**src/rtl/fifo_pkg.sv**
```systemverilog
// Shared types and helpers for the FIFO read-side transmit feeder.
// State encoding and counter-width helpers used across the feeder files.
package fifo_pkg;

    localparam int ST_W = 3;

    typedef enum logic [ST_W-1:0] {
        IDLE      = 3'd0,
        SEND      = 3'd1,
        WAIT_ACK  = 3'd2,
        WAIT_DONE = 3'd3,
        GAP       = 3'd4
    } state_e;

    function automatic int clog2(input int v);
        int r;
        r = 0;
        while ((1 << r) < v) r++;
        return r;
    endfunction

    // Counters need at least one bit even for degenerate limits.
    function automatic int cnt_w(input int v);
        return (clog2(v) < 1) ? 1 : clog2(v);
    endfunction

endpackage

```
**src/rtl/feeder_cnt.sv**
```systemverilog
// Clearable up-counter with a terminal-count flag at value TC.
// Clear has priority over enable.
module feeder_cnt #(
    parameter int W  = 4,
    parameter int TC = 15
) (
    input  logic clk_i,
    input  logic rst_ni,
    input  logic clr_i,
    input  logic en_i,
    output logic tc_o
);

    logic [W-1:0] cnt_q;
    logic [W-1:0] cnt_d;

    always_comb begin
        cnt_d = cnt_q;
        if (clr_i) begin
            cnt_d = '0;
        end else if (en_i) begin
            cnt_d = cnt_q + W'(1);
        end
    end

    always_ff @(posedge clk_i or negedge rst_ni) begin
        if (!rst_ni) begin
            cnt_q <= '0;
        end else begin
            cnt_q <= cnt_d;
        end
    end

    assign tc_o = (cnt_q == W'(TC));

endmodule

```
**src/rtl/fifo_tx_feeder.sv**
```systemverilog
// Pops async-FIFO words into a busy-handshake serial transmitter.
// Define FEEDER_GAP_EN to add GAP_CYCLES idle cycles between words.
module fifo_tx_feeder
    import fifo_pkg::*;
#(
    parameter int WIDTH      = 8,
    parameter int TO_CYCLES  = 16,
    parameter int GAP_CYCLES = 2
) (
    input  logic             CLK,
    input  logic             RST,
    input  logic             rempty,
    input  logic [WIDTH-1:0] rdata,
    output logic             rinc,
    input  logic             tx_busy,
    output logic [WIDTH-1:0] tx_data,
    output logic             tx_valid,
    output logic             timeout_err
);

    localparam int TO_W = cnt_w(TO_CYCLES);

    state_e           state_q;
    state_e           state_d;
    state_e           done_next;
    logic [WIDTH-1:0] data_q;
    logic [WIDTH-1:0] data_d;
    logic             err_q;
    logic             err_d;
    logic             pop;
    logic             to_clr;
    logic             to_en;
    logic             to_tc;

    // Reset gating keeps the pop strobe quiet while RST is held.
    assign pop = RST && (state_q == IDLE) && !rempty && !tx_busy;

    feeder_cnt #(
        .W  (TO_W),
        .TC (TO_CYCLES - 1)
    ) u_to_cnt (
        .clk_i  (CLK),
        .rst_ni (RST),
        .clr_i  (to_clr),
        .en_i   (to_en),
        .tc_o   (to_tc)
    );

`ifdef FEEDER_GAP_EN
    localparam int GAP_W  = cnt_w(GAP_CYCLES);
    localparam int GAP_TC = (GAP_CYCLES > 0) ? GAP_CYCLES - 1 : 0;

    logic gap_clr;
    logic gap_en;
    logic gap_tc;

    feeder_cnt #(
        .W  (GAP_W),
        .TC (GAP_TC)
    ) u_gap_cnt (
        .clk_i  (CLK),
        .rst_ni (RST),
        .clr_i  (gap_clr),
        .en_i   (gap_en),
        .tc_o   (gap_tc)
    );

    assign done_next = (GAP_CYCLES == 0) ? IDLE : GAP;
    assign gap_clr   = (state_q == WAIT_DONE);
    assign gap_en    = (state_q == GAP);
`else
    logic unused_gap;

    assign unused_gap = ^GAP_CYCLES;
    assign done_next  = IDLE;
`endif

    always_ff @(posedge CLK or negedge RST) begin
        if (!RST) begin
            state_q <= IDLE;
            data_q  <= '0;
            err_q   <= 1'b0;
        end else begin
            state_q <= state_d;
            data_q  <= data_d;
            err_q   <= err_d;
        end
    end

    always_comb begin
        state_d = state_q;
        unique case (state_q)
            IDLE: begin
                if (pop) state_d = SEND;
            end
            SEND: begin
                state_d = WAIT_ACK;
            end
            WAIT_ACK: begin
                if (tx_busy) begin
                    state_d = WAIT_DONE;
                end else if (to_tc) begin
                    state_d = IDLE;
                end
            end
            WAIT_DONE: begin
                if (!tx_busy) state_d = done_next;
            end
`ifdef FEEDER_GAP_EN
            GAP: begin
                if (gap_tc) state_d = IDLE;
            end
`endif
            default: begin
                state_d = IDLE;
            end
        endcase
    end

    always_comb begin
        rinc     = pop;
        tx_valid = (state_q == SEND);
        data_d   = pop ? rdata : data_q;
        to_clr   = (state_q == SEND);
        to_en    = (state_q == WAIT_ACK) && !tx_busy && !to_tc;
        err_d    = err_q
                 | ((state_q == WAIT_ACK) && !tx_busy && to_tc);
    end

    assign tx_data     = data_q;
    assign timeout_err = err_q;

endmodule
```
**config.mk**
```make
export PLATFORM = sky130hd
export DESIGN_NAME = fifo_tx_feeder
export DESIGN_NICKNAME = d
export VERILOG_FILES = /design/src/rtl/fifo_pkg.sv /design/src/rtl/feeder_cnt.sv /design/src/rtl/fifo_tx_feeder.sv
export SDC_FILE = /design/constraint.sdc
export NUM_CORES = 1
export LEC_CHECK = 0
export CAP_MARGIN = 20
export CORE_AREA = 2 2 39 41
export CTS_CLUSTER_SIZE = 16
export DETAILED_ROUTE_END_ITERATION = 8
export DIE_AREA = 0 0 41 43
export DONT_BUFFER_PORTS = 1
export PLACE_DENSITY = 0.66
export SLEW_MARGIN = 20
export SYNTH_ARGS = -nofsm -noshare
export SYNTH_HDL_FRONTEND = slang
export SYNTH_SLANG_ARGS = --single-unit
export TNS_END_PERCENT = 100
```
**constraint.sdc**
```tcl
create_clock -name CLK -period 2.2 [get_ports CLK]
set_clock_uncertainty 0.2 [all_clocks]
set_input_delay 0.11 -clock CLK [delete_from_list [all_inputs] [get_ports CLK]]
set_output_delay 0.11 -clock CLK [all_outputs]
set_load 0.01 [all_outputs]
```
==> out/qor.txt <==
Top Ports: 23
Crit path kind: flip-flop to flip-flop
Critical Path Sink Type: flip-flop
Maximum resistive drop on vdd: 0.714 mV
Post-CTS setup buffers: 0
Gates resized, CTS repair: 0
Compound-Gate Fraction of Synth Area: 11.3%
Crit Path Max Fanout: 10
Startpoint class of the critical path: flip-flop
Power per cell area: 1120 mW/mm2
Routability congestion estimate from global placement: 0.674
Cts bufs inserted: 3
Parity-gate share of the synthesized area counting xor and xnor cells: 0%
Drt initial violations: 7
Horiz. Die Dim: 41 um
Library cell used as clock root buffer: clkbuf_4
Vertical die dimension: 43 um
Routed WL: 1.21 mm
Adder and majority gate portion of the synthesized area: 1.95%
Maximum number of pins on one net before global-route repair: 16
Post-Synthesis Mean Instance Area: 11.9 um2
Post-synth EDFFs: 0
Detailed-route wire length per cell: 14.8 um
Delay of the slowest critical-path stage: 0.48 ns
Worst hold slack: 0.0924 ns
Cells taking the most area after synthesis: dfrtp_1 58%, mux2_2 14%, a21oi_1 3.1%, o21ai_0 2.3%, and3_1 1.9%
Core footprint: 0.00138 mm2
Net count after synthesis: 67
Number of instances in the synthesized netlist: 54
Total number of H-tree levels: 1
Dominant combinational cell family by area after synthesis: multiplexers
Biggest area consumer among synthesized cells: dfrtp_1
Summed instance area of the synthesized netlist: 643 um2
Type of the most critical hold path: input port to async pin
Non-filler cells in the finished layout: 82
Run status: complete, no violations
Number of antenna-violating nets in the routed design: 0
Worst reg-to-reg path cell count: 3
Unrepaired setup endpoints after global routing: false
Most used flip-flop cell after synthesis: dfrtp_1
Crit-path cells: nor2_1 > and3_1 > mux2_2
Internal Pwr Total: 0.567 mW
Critical path launch point: state_q[0]$_DFFE_PN0P_
Gate family responsible for the most delay along the worst path: simple AND/OR/NAND/NOR gates
Final hold violations: 0
Total count of max-transition violations in the final report: 0
Clock tree from TritonCTS: yes
Max-cap violations: 0
Data arrival at the endpoint of the critical path: 1.76 ns
Leak: 0.353 nW
Power share of the sequential group: 58.1%
Setup-failing EPs final: 0
Switching share of power: 34.9%
Combinational fraction of design power: 23.6%
Max stage delay cell, worst path: and3_1
Fraction of power consumed by the clock network: 18.2%
Simple-gate portion of the synthesized area: 11.7%
CP bufs+invs: 0
Slew of the pin with the lowest slew margin: 0.666 ns
Distinct cells, synth: 21
Clock insertion delay at the later pin of the skew report: 0.28 ns
Post-synthesis sequential area ratio: 58.4%
Final worst-path cycle share: 81.2%
Top-count cell post-synth: dfrtp_1
IO buf count: 0
Worst slew margin relative to its limit: 55.5%
Share of synthesized flip-flops with an asynchronous set or reset: 100%
List of most frequent post-synthesis cells: 15 x dfrtp_1, 8 x mux2_2, 4 x a21oi_1
Total number of cells along the worst setup path: 3
Synthesis-stage register bit count: 15
Launch instance of the worst register-to-register path: state_q[0]$_DFFE_PN0P_
P_sw: 0.304 mW
First-pass iteration count of the detailed router: 3
Clock period minus final worst setup slack: 1.79 ns
Share of the synthesized area in the top cell type: 58.4%
DRC violation count after routing: 0
Clk sink count: 15
Achievable clock frequency: 0.559 GHz
Global route total overflow: 0
Ant. Diodes: 0
Number of warnings issued by yosys: 0
Count of nets after finishing: 80
Summed negative setup slack over all endpoints: 0 ns
Inst Count DP: 68
Share of layout cells above drive strength 1: 18.2%
Initial standard-cell utilization of the core: 46.5%
Max Root-Sink Buffers: 2
Total vias in the final route: 465
Total Routing Usage GR: 18.1%
Die area: 0.00176 mm2
Clock slew at reported path FFs: 0.09 ns
Via count normalized by instance count: 5.67
Growth of design area from synthesis to finish: 21.4%
Number of rows in the core area: 14
Initial antenna violation count: 0
HPWL after detailed placement: 828 um
Global-route wire length before repair: 2.03 mm
WP data required: 2.17 ns
Fraction of synthesized area in multiplexers: 14.0%
Via count of the first global-routing pass: 476
-- kinds of logic after synthesis --
family / Yosys count
adder cells (fa/ha/maj): 1
flip-flops: 15
AND/OR/NAND/NOR: 14
AO/OA/AOI/OAI: 12
multiplexers: 8
buffers and inverters: 4
-- layout make-up --
type | instances | area (um2)
Timing Repair Buffer | 10 | 100
Multi-Input combinational cell | 35 | 250
Clock buffer | 3 | 22.5
Clock inverter | 1 | 5.00
Inverter | 2 | 7.51
Fill cell | 121 | 603
Sequential cell | 15 | 375
Tap cell | 16 | 20.0
-- layout by cell type (no fill, tap or decap), types with 3 or more instances in the layout --
| cell type | count |
|---|---|
| clkbuf_4 | 3 |
| dfrtp_1 | 15 |
| mux2_2 | 8 |
| a21oi_1 | 4 |
| dlygate4sd3_1 | 10 |
| o21ai_0 | 3 |
-- timing repair --
action,4_1_cts,5_1_grt
hold buffers,10,0
hold endpoints to repair,29,0
endpoints found under the setup margin,0,0
-- path summary, 6_finish.rpt --
path                                                 end  slack, ns
min in group CLK                  state_q[0]$_DFFE_PN0P_       0.16
max in group asynchronous         state_q[0]$_DFFE_PN0P_       1.28
hold / removal             u_to_cnt.cnt_q[2]$_DFFE_PN0P_       0.09
hold reg to reg                    timeout_err$_DFF_PN0_       0.36
setup reg to reg                  tx_data[1]$_DFFE_PN0P_       0.41
setup / recovery                  tx_data[1]$_DFFE_PN0P_       0.41
-- per-stage QoR --
step	cell area (um2)	total power, mW	setup WS, ns	util (%)
finish	781	0.871	0.413	56.4
global route	781	0.923	0.304	56.4
CTS	781	0.875	0.396	56.4
detailed placement	653	0.700	0.404	47.2
global placement	653	0.687	0.450	47.2
floorplan	643	0.653	0.571	-
-- flip-flops by register name, indices dropped and copies added, names as in the netlist --
signal	cells
state_q	2
timeout_err	1
tx_data	8
u_to_cnt.cnt_q	4
-- metal layers --
| metal | wire, um | track usage, % |
|---|---|---|
| met5 | 0 | 0 |
| met4 | 21 | 12.0 |
| met3 | 64 | 5.24 |
| met2 | 618 | 25.9 |
| met1 | 507 | 22.5 |
-- power by group through the flow --
| stage | clock (mW) | combinational [mW] | sequential, mW |
|---|---|---|---|
| after global placement | 0 | 0.178 | 0.510 |
| after floorplan | 0 | 0.166 | 0.487 |
| after CTS | 0.161 | 0.208 | 0.506 |
| after detailed placement | 0 | 0.189 | 0.511 |
| after global routing | 0.171 | 0.234 | 0.518 |
| final | 0.159 | 0.206 | 0.506 |
No activity file was read; power rests on OpenSTA's default activity.
